==> src/rtl/cpu_bus_pkg.sv <==
// Shared types and constants for the NES CPU bus front-end.
// Holds the bus-cycle FSM encoding, default parameter values and field widths.
package cpu_bus_pkg;

  localparam int SYNC_STAGES_DEF = 2;
  localparam int M2_FILT_DEF     = 3;
  localparam int WR_DLY_DEF      = 4;

  localparam int ADDR_W = 16;
  localparam int DATA_W = 8;
  localparam int CNT_W  = 16;
  localparam int GCNT_W = 8;
  localparam int DLY_W  = 4;
  localparam int FILT_W = 3;

  typedef enum logic [1:0] {
    ST_IDLE     = 2'd0,
    ST_HI_RD    = 2'd1,
    ST_HI_WR    = 2'd2,
    ST_HI_WDONE = 2'd3
  } bus_state_e;

endpackage

==> src/rtl/sig_filt.sv <==
// Single-bit synchronizer followed by a level debounce filter.
// rise_o/fall_o/glitch_o describe what happens on the coming clock edge so callers can register strobes aligned with filt_o.
module sig_filt
  import cpu_bus_pkg::*;
#(
  parameter int   SYNC_STAGES = SYNC_STAGES_DEF,
  parameter int   FILT        = M2_FILT_DEF,
  parameter logic RST_VAL     = 1'b1
) (
  input  logic clk,
  input  logic rst_n,
  input  logic raw_in,
  output logic filt_o,
  output logic rise_o,
  output logic fall_o,
  output logic glitch_o
);

  localparam logic [FILT_W-1:0] CNT_LAST = FILT_W'(FILT - 1);

  logic [SYNC_STAGES-1:0] sync_q, sync_d;
  logic [FILT_W-1:0]      cnt_q, cnt_d;
  logic                   filt_q, filt_d;
  logic                   sig_s;

  assign sig_s = sync_q[SYNC_STAGES-1];

  always_comb begin
    sync_d   = {sync_q[SYNC_STAGES-2:0], raw_in};
    cnt_d    = cnt_q;
    filt_d   = filt_q;
    glitch_o = 1'b0;
    if (sig_s != filt_q) begin
      if (cnt_q == CNT_LAST) begin
        filt_d = ~filt_q;
        cnt_d  = '0;
      end else begin
        cnt_d = cnt_q + 1'b1;
      end
    end else if (cnt_q != '0) begin
      // level went back before it was accepted
      cnt_d    = '0;
      glitch_o = 1'b1;
    end
  end

  always_ff @(posedge clk or negedge rst_n) begin
    if (!rst_n) begin
      sync_q <= {SYNC_STAGES{RST_VAL}};
      cnt_q  <= '0;
      filt_q <= RST_VAL;
    end else begin
      sync_q <= sync_d;
      cnt_q  <= cnt_d;
      filt_q <= filt_d;
    end
  end

  assign filt_o = filt_q;
  assign rise_o = filt_d & ~filt_q;
  assign fall_o = ~filt_d & filt_q;

endmodule

==> src/rtl/cpu_bus_sync.sv <==
// NES CPU bus front-end: synchronizes M2/address/data/R-W into the clk domain
// and produces a latched cycle snapshot, single-cycle strobes and cycle counters.
module cpu_bus_sync
  import cpu_bus_pkg::*;
#(
  parameter int SYNC_STAGES = SYNC_STAGES_DEF,
  parameter int M2_FILT     = M2_FILT_DEF,
  parameter int WR_DLY      = WR_DLY_DEF
) (
  input  logic              clk,
  input  logic              rst_n,
  input  logic              m2_in,
  input  logic [ADDR_W-1:0] cpu_addr_in,
  input  logic [DATA_W-1:0] cpu_dat_in,
  input  logic              cpu_rw_in,
  output logic              m2_f,
  output logic [ADDR_W-1:0] cpu_addr,
  output logic              cpu_rw,
  output logic [DATA_W-1:0] cpu_dat,
  output logic              cyc_start,
  output logic              rd_stb,
  output logic              wr_stb,
  output logic              cyc_end,
  output logic [CNT_W-1:0]  cyc_cnt,
  output logic [GCNT_W-1:0] glitch_cnt
);

  localparam int              BUS_W    = ADDR_W + DATA_W + 1;
  localparam logic [DLY_W-1:0] DLY_LAST = DLY_W'(WR_DLY);

  logic m2_rise, m2_fall, m2_glitch;

  sig_filt #(
    .SYNC_STAGES (SYNC_STAGES),
    .FILT        (M2_FILT),
    .RST_VAL     (1'b1)
  ) u_m2_filt (
    .clk      (clk),
    .rst_n    (rst_n),
    .raw_in   (m2_in),
    .filt_o   (m2_f),
    .rise_o   (m2_rise),
    .fall_o   (m2_fall),
    .glitch_o (m2_glitch)
  );

  // Bus fields share one chain so they stay aligned with each other and with M2.
  logic [BUS_W-1:0]  bus_sync_q [SYNC_STAGES];
  logic [BUS_W-1:0]  bus_sync_d [SYNC_STAGES];
  logic [ADDR_W-1:0] addr_q;
  logic [DATA_W-1:0] dat_q;
  logic              rw_q;

  always_comb begin
    bus_sync_d[0] = {cpu_rw_in, cpu_dat_in, cpu_addr_in};
    for (int i = 1; i < SYNC_STAGES; i++) begin
      bus_sync_d[i] = bus_sync_q[i-1];
    end
  end

  always_ff @(posedge clk or negedge rst_n) begin
    if (!rst_n) begin
      for (int i = 0; i < SYNC_STAGES; i++) begin
        bus_sync_q[i] <= '1;
      end
    end else begin
      for (int i = 0; i < SYNC_STAGES; i++) begin
        bus_sync_q[i] <= bus_sync_d[i];
      end
    end
  end

  assign {rw_q, dat_q, addr_q} = bus_sync_q[SYNC_STAGES-1];

  bus_state_e        state_q, state_d;
  logic [DLY_W-1:0]  dly_q, dly_d, dly_inc;
  logic [ADDR_W-1:0] cpu_addr_q, cpu_addr_d;
  logic              cpu_rw_q, cpu_rw_d;
  logic [DATA_W-1:0] cpu_dat_q, cpu_dat_d;
  logic              cyc_start_q, cyc_start_d;
  logic              rd_stb_q, rd_stb_d;
  logic              wr_stb_q, wr_stb_d;
  logic              cyc_end_q, cyc_end_d;
  logic [CNT_W-1:0]  cyc_cnt_q, cyc_cnt_d;
  logic [GCNT_W-1:0] glitch_cnt_q, glitch_cnt_d;

  assign dly_inc = dly_q + 1'b1;

  always_comb begin
    state_d      = state_q;
    dly_d        = dly_q;
    cpu_addr_d   = cpu_addr_q;
    cpu_rw_d     = cpu_rw_q;
    cpu_dat_d    = cpu_dat_q;
    cyc_start_d  = 1'b0;
    rd_stb_d     = 1'b0;
    wr_stb_d     = 1'b0;
    cyc_end_d    = 1'b0;
    cyc_cnt_d    = cyc_cnt_q;
    glitch_cnt_d = glitch_cnt_q;

    if (m2_glitch && (glitch_cnt_q != '1)) begin
      glitch_cnt_d = glitch_cnt_q + 1'b1;
    end

    unique case (state_q)
      ST_IDLE: begin
        if (m2_rise) begin
          cpu_addr_d  = addr_q;
          cpu_rw_d    = rw_q;
          cyc_start_d = 1'b1;
          dly_d       = '0;
          if (rw_q) begin
            rd_stb_d = 1'b1;
            state_d  = ST_HI_RD;
          end else begin
            state_d = ST_HI_WR;
          end
        end
      end
      ST_HI_WR: begin
        // An early fall wins over the delay match; the write is flushed with cyc_end.
        if (m2_fall) begin
          cpu_dat_d = dat_q;
          wr_stb_d  = 1'b1;
          cyc_end_d = 1'b1;
          cyc_cnt_d = cyc_cnt_q + 1'b1;
          state_d   = ST_IDLE;
        end else begin
          dly_d = dly_inc;
          if (dly_inc == DLY_LAST) begin
            cpu_dat_d = dat_q;
            wr_stb_d  = 1'b1;
            state_d   = ST_HI_WDONE;
          end
        end
      end
      ST_HI_RD, ST_HI_WDONE: begin
        if (m2_fall) begin
          cyc_end_d = 1'b1;
          cyc_cnt_d = cyc_cnt_q + 1'b1;
          state_d   = ST_IDLE;
        end
      end
      default: state_d = ST_IDLE;
    endcase
  end

  always_ff @(posedge clk or negedge rst_n) begin
    if (!rst_n) begin
      state_q      <= ST_IDLE;
      dly_q        <= '0;
      cpu_addr_q   <= '0;
      cpu_rw_q     <= 1'b1;
      cpu_dat_q    <= '0;
      cyc_start_q  <= 1'b0;
      rd_stb_q     <= 1'b0;
      wr_stb_q     <= 1'b0;
      cyc_end_q    <= 1'b0;
      cyc_cnt_q    <= '0;
      glitch_cnt_q <= '0;
    end else begin
      state_q      <= state_d;
      dly_q        <= dly_d;
      cpu_addr_q   <= cpu_addr_d;
      cpu_rw_q     <= cpu_rw_d;
      cpu_dat_q    <= cpu_dat_d;
      cyc_start_q  <= cyc_start_d;
      rd_stb_q     <= rd_stb_d;
      wr_stb_q     <= wr_stb_d;
      cyc_end_q    <= cyc_end_d;
      cyc_cnt_q    <= cyc_cnt_d;
      glitch_cnt_q <= glitch_cnt_d;
    end
  end

  assign cpu_addr   = cpu_addr_q;
  assign cpu_rw     = cpu_rw_q;
  assign cpu_dat    = cpu_dat_q;
  assign cyc_start  = cyc_start_q;
  assign rd_stb     = rd_stb_q;
  assign wr_stb     = wr_stb_q;
  assign cyc_end    = cyc_end_q;
  assign cyc_cnt    = cyc_cnt_q;
  assign glitch_cnt = glitch_cnt_q;

endmodule

==> config.mk <==
export PLATFORM = sky130hd
export DESIGN_NAME = cpu_bus_sync
export DESIGN_NICKNAME = d
export VERILOG_FILES = /design/src/rtl/cpu_bus_pkg.sv /design/src/rtl/sig_filt.sv /design/src/rtl/cpu_bus_sync.sv
export SDC_FILE = /design/constraint.sdc
export NUM_CORES = 1
export LEC_CHECK = 0
export BUFFER_PORTS_ARGS = -buffer_cell sky130_fd_sc_hd__buf_2
export CAP_MARGIN = 40
export CORE_MARGIN = 8
export CORE_UTILIZATION = 54
export CTS_BUF_LIST = sky130_fd_sc_hd__clkbuf_4 sky130_fd_sc_hd__clkbuf_8 sky130_fd_sc_hd__clkbuf_16
export DETAILED_ROUTE_END_ITERATION = 10
export PLACE_DENSITY = 0.77
export SKIP_LAST_GASP = 1
export SYNTH_ARGS = -nofsm -noshare
export SYNTH_HDL_FRONTEND = slang
export SYNTH_HIERARCHICAL = 1
export SYNTH_SLANG_ARGS = --single-unit
==> constraint.sdc <==
create_clock -name clk -period 2.83 [get_ports clk]
set_input_delay 0.283 -clock clk [delete_from_list [all_inputs] [get_ports clk]]
set_output_delay 0.283 -clock clk [all_outputs]
set_load 0.005 [all_outputs]
==> key figures <==
Outcome
  • Status: completed

Setup path
  • CP bufs+invs: 1
  • RR Endpoint: cpu_dat[1]
  • Startpoint class of the critical path: flip-flop
  • Reg2reg setup slack: around 0.51 ns
  • Delay-heaviest family, CP: simple AND/OR/NAND/NOR gates
  • Slowest-stage cell, CP: o311a_1
  • CP max stage delay: between 0.5 and 0.6 ns
  • Setup CP Type: reg -> reg
  • Reg2reg start: u_m2_filt/cnt_q[0]
  • Critical-path maximum fanout: 11
  • Critical Path, Cell by Cell: or3b_4 -> nor3b_1 -> buf_4 -> o311a_1 -> mux2_4
  • Worst setup EP type: flip-flop
  • Worst EP required: 3.21 ns
  • R2R depth: 5
  • Crit path DAT: ~2.7 ns

Finish
  • Finished Layout Cells: about 510
  • Nets: around 420
  • Layout fillers: ~480
  • Fin util: 73.4%
  • Area growth syn-to-layout: 34.6%
  • Layout cells sized above 1: 51.0%

Placed design
  • Gpl congestion: about 0.76
  • Placed Cells: around 450
  • Placed wire-length estimate: between 4000 and 5000 um
  • Port bufs: 81

Hold path
  • Hold Path Class: in -> async

Global routing
  • First-pass GRT wire length: 12900 um
  • Remaining global-route overflow: 0
  • Vias in the first global route: 2659
  • GR Util All Layers: 16.4%
  • Largest net degree at the start of global routing: 64
  • Initial antenna violation count: 1

CTS
  • Clock Path Buffers: 2
  • H-tree depth: 4
  • Clock Sinks: 115
  • CTS Buf Count: 17
  • TritonCTS clock tree: yes
  • Worst skew pair latency: 0.50 ns
  • Setup bufs post-CTS: 0
  • Clock Pin Slew Worst Setup and Hold Paths: 0.06 ns
  • Clock root cell: clkbuf_8

Timing
  • Endpoints failing setup: 0
  • Fin crit share: slightly above 80%
  • Slew @ Worst Pin: between 0.6 and 0.7 ns
  • Setup TNS: 0 ns
  • RSZ-0062 raised after global routing: no
  • FMAX: between 400 and 500 MHz
  • Worst rel slew slack: between 50 and 60%
  • Crit path time final: about 2.3 ns
  • Fin Clk Skew: about 0.011 ns
  • Slew Limit Fails: 0
  • Final hold violation count: 0

Floorplanning
  • Core ar.: around 7600 um^2
  • Die width: 103 um
  • Io pins: approximately 80
  • Initial Util: around 55%
  • Die area: ~11000 um^2
  • Die height: between 100 and 150 um
  • FP Rows: 32

Synth
  • Post-synth cell types: 40
  • Mapped Cells: approximately 270
  • Synth async-reset ratio: 100%
  • Syn nets: 297
  • Post-synthesis cell area: between 4000 and 5000 um^2
  • Synth Area per Inst: about 16 um^2
  • Post-synth EDFFs: 0
  • Post-synth top cells: dfrtp_1 (61), dfstp_2 (54), mux2_2 (21)
  • Register area share after synthesis: a little under three quarters
  • Share of the synthesized area in the top cell type: 37.0%
  • Area leader, netlist: dfrtp_1
  • Warnings, synthesis: 6
  • Most frequent cell after synthesis: dfrtp_1
  • Top_reg_cell synth: dfrtp_1
  • Area contributors post-synth: dfrtp_1 (37%), dfstp_2 (34%), mux2_2 (5.7%)
  • #FFs+latches synth: approximately 120

Route
  • DR pass1 iterations: 4
  • Routed WL: 7900 um
  • Vias: between 2000 and 2500
  • Post-DRT Antenna Nets: 0
  • DRC Markers: 0
  • First DRT Iteration DRCs: 75
  • DR vias/cell: slightly below 5
  • Avg WL per Cell: roughly 16 um

Flow run
  • Max-cap violations: 0

Pwr
  • Switching part of the total: 25.7%
  • Flop pwr share: 41.9%
  • Static leakage: about 2.7 nW
  • Clock network power share: about two fifths
  • Power share of the combinational group: approximately 18%
  • Switching pwr: 1.41 mW
  • VDD IR max: approximately 0.56 mV
  • Int Pwr: approximately 4.1 mW
  • Power, Total: approximately 5.5 mW
  • Cell Pwr Density: 987 nW/um^2
## layer usage
metal,global-route usage (%),vias to the layer above,share of wire (%)
li1,-,1177,-
met2,27.6,48,55
met4,9.34,0,1.6
met3,5.49,10,4.2
met5,0,-,0
met1,17.7,1249,39
## logic make-up after synthesis
logic type | after synthesis | synth area share (%)
buffers and inverters | 13 | 1.88
adders and majority gates | 4 | 1.21
xor gates and xnor gates | 19 | 4.03
DFF | 115 | 71.4
and+or+nand+nor | 58 | 7.61
muxes | 31 | 9.25
AOI/OAI and AO/OA | 25 | 4.67
## cells in the final DEF, fill, tap and decap left out, types with 3 or more instances in the layout
cell type,count
dfrtp_1,61
xor2_1,9
nand4_1,7
buf_2,80
a21o_1,3
inv_1,7
dfstp_2,54
nor3_1,5
a22o_1,4
mux2_4,9
bufinv_16,4
buf_4,3
mux2_2,21
clkbuf_16,17
clkinv_2,3
nand2_1,11
ha_1,4
and4_1,3
dlygate4sd3_1,27
a21oi_1,6
clkinv_4,3
nand3_1,7
nor2_1,11
xnor2_1,10
## what timing repair did
item | CTS | global route
hold endpoints to repair | 48 | 0
gates resized for setup | 0 | 0
hold buffers | 27 | 0
## worst max-delay path by stage
stage	startpoint	end	slack (ns)	cells past startpoint
floorplan	u_m2_filt/cnt_q[2]	cyc_cnt[13]	0.74	7
global placement	u_m2_filt/cnt_q[2]	cpu_dat[7]	0.62	5
detailed placement	u_m2_filt/cnt_q[0]	cpu_dat[1]	0.55	5
CTS	u_m2_filt/cnt_q[0]	cpu_dat[3]	0.50	5
global route	u_m2_filt/cnt_q[2]	cpu_dat[3]	0.43	5
finish	u_m2_filt/cnt_q[0]	cpu_dat[1]	0.51	5
## per-stage QoR
stage | instance area (um^2) | setup slack, ns | hold WS, ns
final | 5560 | 0.513 | 0.344
after global routing | 5560 | 0.428 | 0.352
after CTS | 5550 | 0.501 | 0.350
after detailed placement | 4650 | 0.548 | 0.347
after global placement | 4650 | 0.625 | 0.340
after floorplan | 4130 | 0.740 | -0.0126
## power by group through the flow
stage / clock network (mW) / registers [mW] / logic, mW
after global routing: 2.35 / 2.35 / 1.06
after floorplan: 0 / 2.27 / 0.571
final: 2.23 / 2.30 / 0.960
after CTS: 2.26 / 2.30 / 0.980
after detailed placement: 0 / 2.32 / 0.947
after global placement: 0 / 2.29 / 0.906
## flip-flops by register name, indices dropped and copies added (netlist names)
signal            cells
u_m2_filt/sync_q      2
state_q               2
dly_q                 4
glitch_cnt            8
cyc_end               1
cpu_rw                1
rd_stb                1
addr_q               16
cpu_addr             16
u_m2_filt/filt_o      1
bus_sync_q            9
bus_sync_d           25
cyc_start             1
cyc_cnt              16
cpu_dat               8
wr_stb                1
u_m2_filt/cnt_q       3
## cell type report
class,instances,area [um^2],share of cell area (%)
sequential,115,2950,53.0
multi-input combinational,137,1110,20.0
timing repair buffer,111,713,12.8
clock buffer,20,454,8.17
clock inverter,12,178,3.20
tap,102,128,2.30
inverter,7,26.3,0.473
antenna,1,2.50,0.0450
Power figures use the tool's default switching activity.
